`config.mk`:
```
export PLATFORM = sky130hd
export DESIGN_NAME = mmio_uart_ctrl
export DESIGN_NICKNAME = d
export VERILOG_FILES = /design/src/rtl/mmio_uart_ctrl.sv
export SDC_FILE = /design/constraint.sdc
export NUM_CORES = 1
export LEC_CHECK = 0
export BUFFER_PORTS_ARGS = -buffer_cell sky130_fd_sc_hd__buf_2
export CORE_MARGIN = 4
export CORE_UTILIZATION = 52
export CTS_CLUSTER_SIZE = 24
export DETAILED_ROUTE_END_ITERATION = 8
export PLACE_DENSITY = 0.75
export RECOVER_POWER = 50
export SLEW_MARGIN = 40
export SYNTH_ARGS = -nofsm -noshare
export SYNTH_HDL_FRONTEND = slang
export SYNTH_SLANG_ARGS = --single-unit
```
`constraint.sdc`:
```
create_clock -name clk -period 2.7 [get_ports clk]
set_input_delay 0.135 -clock clk [delete_from_list [all_inputs] [get_ports clk]]
set_output_delay 0.135 -clock clk [all_outputs]
set_load 0.05 [all_outputs]
```
`src/rtl/mmio_uart_ctrl.sv`:
```
// mmio_uart_ctrl: memory-mapped UART controller for the 0x8xxx_xxxx region.
// It holds RX and TX byte FIFOs between the CPU and the UART, plus cycle and
// retired-instruction counters that software can clear. Load data is
// registered and appears one cycle after the request.
// Optional build macro MMIO_UART_IRQ_EN adds the IRQ_EN register at 0x1C
// and drives irq from it. When the macro is not defined, irq is tied low.
module mmio_uart_ctrl #(
  parameter int RX_DEPTH = 8,
  parameter int TX_DEPTH = 8,
  parameter int CNT_W    = 32
) (
  input  logic        clk,
  input  logic        rst,
  input  logic [31:0] req_addr,
  input  logic        req_load,
  input  logic        req_store,
  input  logic [3:0]  req_wmask,
  input  logic [31:0] req_wdata,
  output logic [31:0] rdata,
  input  logic        inst_retire,
  output logic [7:0]  tx_data,
  output logic        tx_valid,
  input  logic        tx_ready,
  input  logic [7:0]  rx_data,
  input  logic        rx_valid,
  output logic        rx_ready,
  output logic        irq
);

  localparam int RX_AW = $clog2(RX_DEPTH);
  localparam int TX_AW = $clog2(TX_DEPTH);

  logic             sel, ld, st;
  logic [7:0]       off;

  logic [7:0]       rx_mem [RX_DEPTH];
  logic [RX_AW-1:0] rx_wptr, rx_rptr;
  logic [RX_AW:0]   rx_count;
  logic             rx_full, rx_empty, rx_push, rx_pop;

  logic [7:0]       tx_mem [TX_DEPTH];
  logic [TX_AW-1:0] tx_wptr, tx_rptr;
  logic [TX_AW:0]   tx_count;
  logic             tx_full, tx_empty, tx_wr, tx_push, tx_pop;
  logic             tx_ovf, ovf_clr;

  logic [CNT_W-1:0] cyc_cnt, ins_cnt;
  logic             cnt_clr;

  logic [31:0]      status, cyc_ext, ins_ext, rd_val;
  logic [7:0]       rx_cnt8, tx_cnt8;

  logic             unused_ok;
  assign unused_ok = ^{req_addr[27:8], req_wdata[31:8]};

  // Decode. A load wins over a store in the same cycle, and a store with an
  // all-zero byte mask is not a store.
  always_comb begin
    sel = (req_addr[31:28] == 4'h8);
    off = req_addr[7:0];
    ld  = req_load & sel;
    st  = req_store & sel & (|req_wmask) & ~req_load;
  end

  // FIFO handshakes. rx_ready drops at full even when a pop is pending.
  always_comb begin
    rx_full  = (rx_count == (RX_AW+1)'(RX_DEPTH));
    rx_empty = (rx_count == '0);
    rx_ready = ~rx_full;
    rx_push  = rx_valid & ~rx_full;
    rx_pop   = ld & (off == 8'h04) & ~rx_empty;

    tx_full  = (tx_count == (TX_AW+1)'(TX_DEPTH));
    tx_empty = (tx_count == '0);
    tx_valid = ~tx_empty;
    tx_data  = tx_mem[tx_rptr];
    tx_wr    = st & (off == 8'h08);
    tx_push  = tx_wr & ~tx_full;
    tx_pop   = ~tx_empty & tx_ready;

    ovf_clr  = st & (off == 8'h00) & req_wdata[2];
    cnt_clr  = st & (off == 8'h18);
  end

  // RX storage. Reset does not clear it; the pointers discard its contents.
  always_ff @(posedge clk) begin
    if (rx_push) rx_mem[rx_wptr] <= rx_data;
  end

  // RX pointers and occupancy
  always_ff @(posedge clk) begin
    if (rst) begin
      rx_wptr  <= '0;
      rx_rptr  <= '0;
      rx_count <= '0;
    end else begin
      if (rx_push) rx_wptr <= rx_wptr + 1'b1;
      if (rx_pop)  rx_rptr <= rx_rptr + 1'b1;
      if (rx_push && !rx_pop)      rx_count <= rx_count + 1'b1;
      else if (!rx_push && rx_pop) rx_count <= rx_count - 1'b1;
    end
  end

  // TX storage
  always_ff @(posedge clk) begin
    if (tx_push) tx_mem[tx_wptr] <= req_wdata[7:0];
  end

  // TX pointers, occupancy, and the sticky overflow flag. A store that finds
  // the FIFO full is dropped, even if a byte drains in that same cycle.
  always_ff @(posedge clk) begin
    if (rst) begin
      tx_wptr  <= '0;
      tx_rptr  <= '0;
      tx_count <= '0;
      tx_ovf   <= 1'b0;
    end else begin
      if (tx_push) tx_wptr <= tx_wptr + 1'b1;
      if (tx_pop)  tx_rptr <= tx_rptr + 1'b1;
      if (tx_push && !tx_pop)      tx_count <= tx_count + 1'b1;
      else if (!tx_push && tx_pop) tx_count <= tx_count - 1'b1;
      if (tx_wr && tx_full) tx_ovf <= 1'b1;
      else if (ovf_clr)     tx_ovf <= 1'b0;
    end
  end

  // Free-running counters. A clear takes priority over an increment in the
  // same cycle.
  always_ff @(posedge clk) begin
    if (rst || cnt_clr) begin
      cyc_cnt <= '0;
      ins_cnt <= '0;
    end else begin
      cyc_cnt <= cyc_cnt + 1'b1;
      if (inst_retire) ins_cnt <= ins_cnt + 1'b1;
    end
  end

`ifdef MMIO_UART_IRQ_EN
  logic [1:0] irq_en;

  // Interrupt enable register, and irq registered one cycle behind the state
  always_ff @(posedge clk) begin
    if (rst) begin
      irq_en <= 2'b00;
      irq    <= 1'b0;
    end else begin
      if (st && off == 8'h1C) irq_en <= req_wdata[1:0];
      irq <= (irq_en[0] & ~rx_empty) | (irq_en[1] & tx_empty);
    end
  end
`else
  assign irq = 1'b0;
`endif

  // Read mux. It uses the state at request time, before any pop or push.
  always_comb begin
    rx_cnt8 = '0;
    rx_cnt8[RX_AW:0] = rx_count;
    tx_cnt8 = '0;
    tx_cnt8[TX_AW:0] = tx_count;
    cyc_ext = '0;
    cyc_ext[CNT_W-1:0] = cyc_cnt;
    ins_ext = '0;
    ins_ext[CNT_W-1:0] = ins_cnt;
    status = {8'h00, tx_cnt8, rx_cnt8, 5'b0, tx_ovf, ~rx_empty, ~tx_full};
    rd_val = '0;
    case (off)
      8'h00: rd_val = status;
      8'h04: rd_val = rx_empty ? 32'h0 : {24'h0, rx_mem[rx_rptr]};
      8'h10: rd_val = cyc_ext;
      8'h14: rd_val = ins_ext;
`ifdef MMIO_UART_IRQ_EN
      8'h1C: rd_val = {30'h0, irq_en};
`endif
      default: rd_val = '0;
    endcase
  end

  // Registered load data. It is zero in any cycle that follows a non-load.
  always_ff @(posedge clk) begin
    if (rst)     rdata <= '0;
    else if (ld) rdata <= rd_val;
    else         rdata <= '0;
  end

endmodule

```
==> out/results.tsv <==
metric	value	unit
fraction of layout cells with a size suffix above 1	0.193	
number of synthesized flops with an enable pin	128	
Worst-path clk slew	70	ps
Clk Tree Root Cell	clkbuf_16	
final net count	1062	
Total Neg Setup Slack	0	ps
Slew @ Worst Pin	1340	ps
Finished Cell Area	12400	sq um
Setup crit end kind	register	
Max Clk Rate	384	MHz
worst hold path type	primary input to register	
# IOs	126	
critical-path cell list	or4_1, nand4_1, or2_2, ha_2, inv_2, ha_1, a21o_1, a21oi_2, mux2i_1, mux2_2	
PwrDens	717	nW/um^2
crit-path max FO	3	
DP Cell Count	1184	
Die Wd	150	um
n_diodes	0	
Setup-failing EPs final	0	
Post-synth top flop	edfxtp_1	
Synth Area per Inst	12.6	sq um
Vias	7152	
die area	22400	sq um
crit path kind	register to register	
number of DRC markers in iteration 0	578	
CTS tree	built	
synth cell count leaders	edfxtp_1, dfxtp_1, nor2_1, a21oi_1	
DPL Wire Length	14.8	mm
Fin. Hold Viols	0	
Via density	5.73	
mapped cell area	10400	sq um
critical path arrival	3030	ps
main combinational cell family by area after synthesis	simple AND/OR/NAND/NOR gates	
cell taking the most area after synthesis	edfxtp_1	
Rows	51	
DRT Wirelength	22.6	mm
post-synthesis net count	929	
Cells after Synth	832	
Post-Synth XOR/XNOR Area	0.0277	
Static Leak	4.04	nW
DR pass1 iterations	5	
Worst Skew	11.6	ps
clk buf depth	3	
status	complete, no violations	
GPL Wtd Cong	0.782	
Post-Synth Simple-Gate Area	0.140	
Slew HR	0.104	
non-filler instance count after layout	1249	
H-tree depth	1	
clk_lat worst skew	530	ps
Synth cell types	53	
Peak VDD IR	0.000498	V
asr flop ratio synth	0	
sequential-to-total area share from yosys stat	0.604	
CP peak stage delay	560	ps
Post-DP Area	11400	sq um
CP startpoint kind	register	
multiplexer share of the synthesized area	0.107	
Compound-Gate Fraction of Synth Area	0.0769	
core area	19600	sq um
Final Max Tran Viols	0	
Ys Warns	0	
FF+latch count, synth	251	
TritonCTS Buffers	25	
Antenna Nets Post-Route	0	
buffers inserted by post-CTS timing repair	0	
max-cap viol count	0	
top-count cell post-synth	edfxtp_1	
Total Routing Usage GR	0.202	
clk sinks	251	
Initial Util	0.533	
slowest CP cell	or4_1	
Final Cycle Share	0.965	
drc violations	0	
Filler cells	1535	
Synth top area share	0.368	
Die Height	150	um
I/O Buffers	80	
area delta synth->final	18.6	%
number of global-route vias before repair	6853	
largest net degree at the start of global routing	65	
wire per inst	18.1	um
first-pass GRT wire length	36.0	mm
Req. time, crit path	3120	ps
GR Overflow Total	0	
initial antenna violation count	0	
Synth area leaders	edfxtp_1, dfxtp_1, mux4_2	
fin crit period	2610	ps
Adder-Cell Fraction of Synth Area	0.0182	
-- cells in the final DEF (no fill, tap or decap), drive strengths merged, types with 4 or more instances in the layout --
cell and n:
clkinv 7, o22ai 6, nor3 17, xor2 11, mux4 32, inv 19, nor2 82, or4 29
o21ai 23, and4 7, dfxtp 123, or3 17, nor4 8, nand2b 4, clkbuf 82, clkinvlp 6
o31ai 22, nand3 33, and3 8, nor4b 4, bufinv 5, ha 12, mux2i 18, edfxtp 128
nand2 25, a21oi 50, dlygate4sd3 19, a22oi 24, nand4 22, mux2 19, buf 80, xnor2 22
-- logic make-up (layout without fill, tap and decap cells) --
| family | Yosys count | in the layout |
|---|---|---|
| xor+xnor | 33 | 33 |
| other cells | 1 | 1 |
| mux | 69 | 69 |
| simple gates | 266 | 266 |
| fa+ha+maj | 14 | 14 |
| compound gates | 132 | 132 |
| flops | 251 | 251 |
| buf+inv | 66 | 218 |
-- where the power goes --
| group | total, mW | switching (mW) | internal (mW) |
|---|---|---|---|
| registers | 4.18 | 0.0720 | 4.11 |
| clock network | 3.64 | 1.45 | 2.18 |
| logic | 1.06 | 0.594 | 0.465 |
-- layout make-up --
cell class                      count  area, sq um  share of cell area
Multi-Input combinational cell    515         3890               0.314
Inverter                           18         67.6             0.00545
Clock buffer                       27          633              0.0511
Tap cell                          265          332              0.0268
Timing Repair Buffer              154          921              0.0743
Clock inverter                     19          234              0.0189
Sequential cell                   251         6310               0.509
-- per-stage QoR --
step / hold slack [ps] / util / power (mW) / setup WS, ps
global route: 92.9 / 0.632 / 9.22 / -1.10
finish: 76.8 / 0.632 / 8.88 / 93.7
global placement: 401 / 0.583 / 5.27 / 18.9
detailed placement: 402 / 0.583 / 5.30 / -11.2
CTS: 48.1 / 0.637 / 8.96 / 58.1
floorplan: 234 / - / 4.99 / -11.2
-- registers in the layout, indices dropped and copies added (netlist names), named ones only --
signal    cells
tx_ovf        1
rx_mem       64
tx_mem       64
rdata        32
tx_rptr       3
tx_wptr       3
rx_rptr       3
ins_cnt      32
cyc_cnt      32
tx_count      4
rx_wptr       3
rx_count      4
-- critical path: cells and delay by family, from the launching register on --
family | cells | cell delay [ps]
buffers and inverters | 1 | 40
DFF | 1 | 320
and+or+nand+nor | 3 | 820
muxes | 2 | 560
AOI/OAI and AO/OA | 2 | 330
adders and majority gates | 2 | 430
-- worst paths after layout --
path | slack (ps) | start | cells after the start | to
max reg2reg | 90 | rx_count[3] | 10 | rx_count[3]
min | 80 | rst | 2 | rx_count[0]
min reg2reg | 480 | ins_cnt[31] | 2 | ins_cnt[31]
max | 90 | rx_count[3] | 10 | rx_count[3]
-- per-layer routing --
metal  wire length, um  vias up  global-route usage
met5                 0        -                   0
met4               429        0              0.0503
met3              1070       31              0.0300
met2             11100      172               0.341
met1              9930     3508               0.277
li1                  -     3441                   -
-- timing repair --
| action | 4_1_cts | 5_1_grt |
|---|---|---|
| hold endpoints to repair | 135 | 0 |
| gates resized for setup | 0 | 4 |
| hold buffers | 19 | 0 |
| endpoints found under the setup margin | 0 | 2 |
Note: power is estimated with default switching activity, not from simulation.
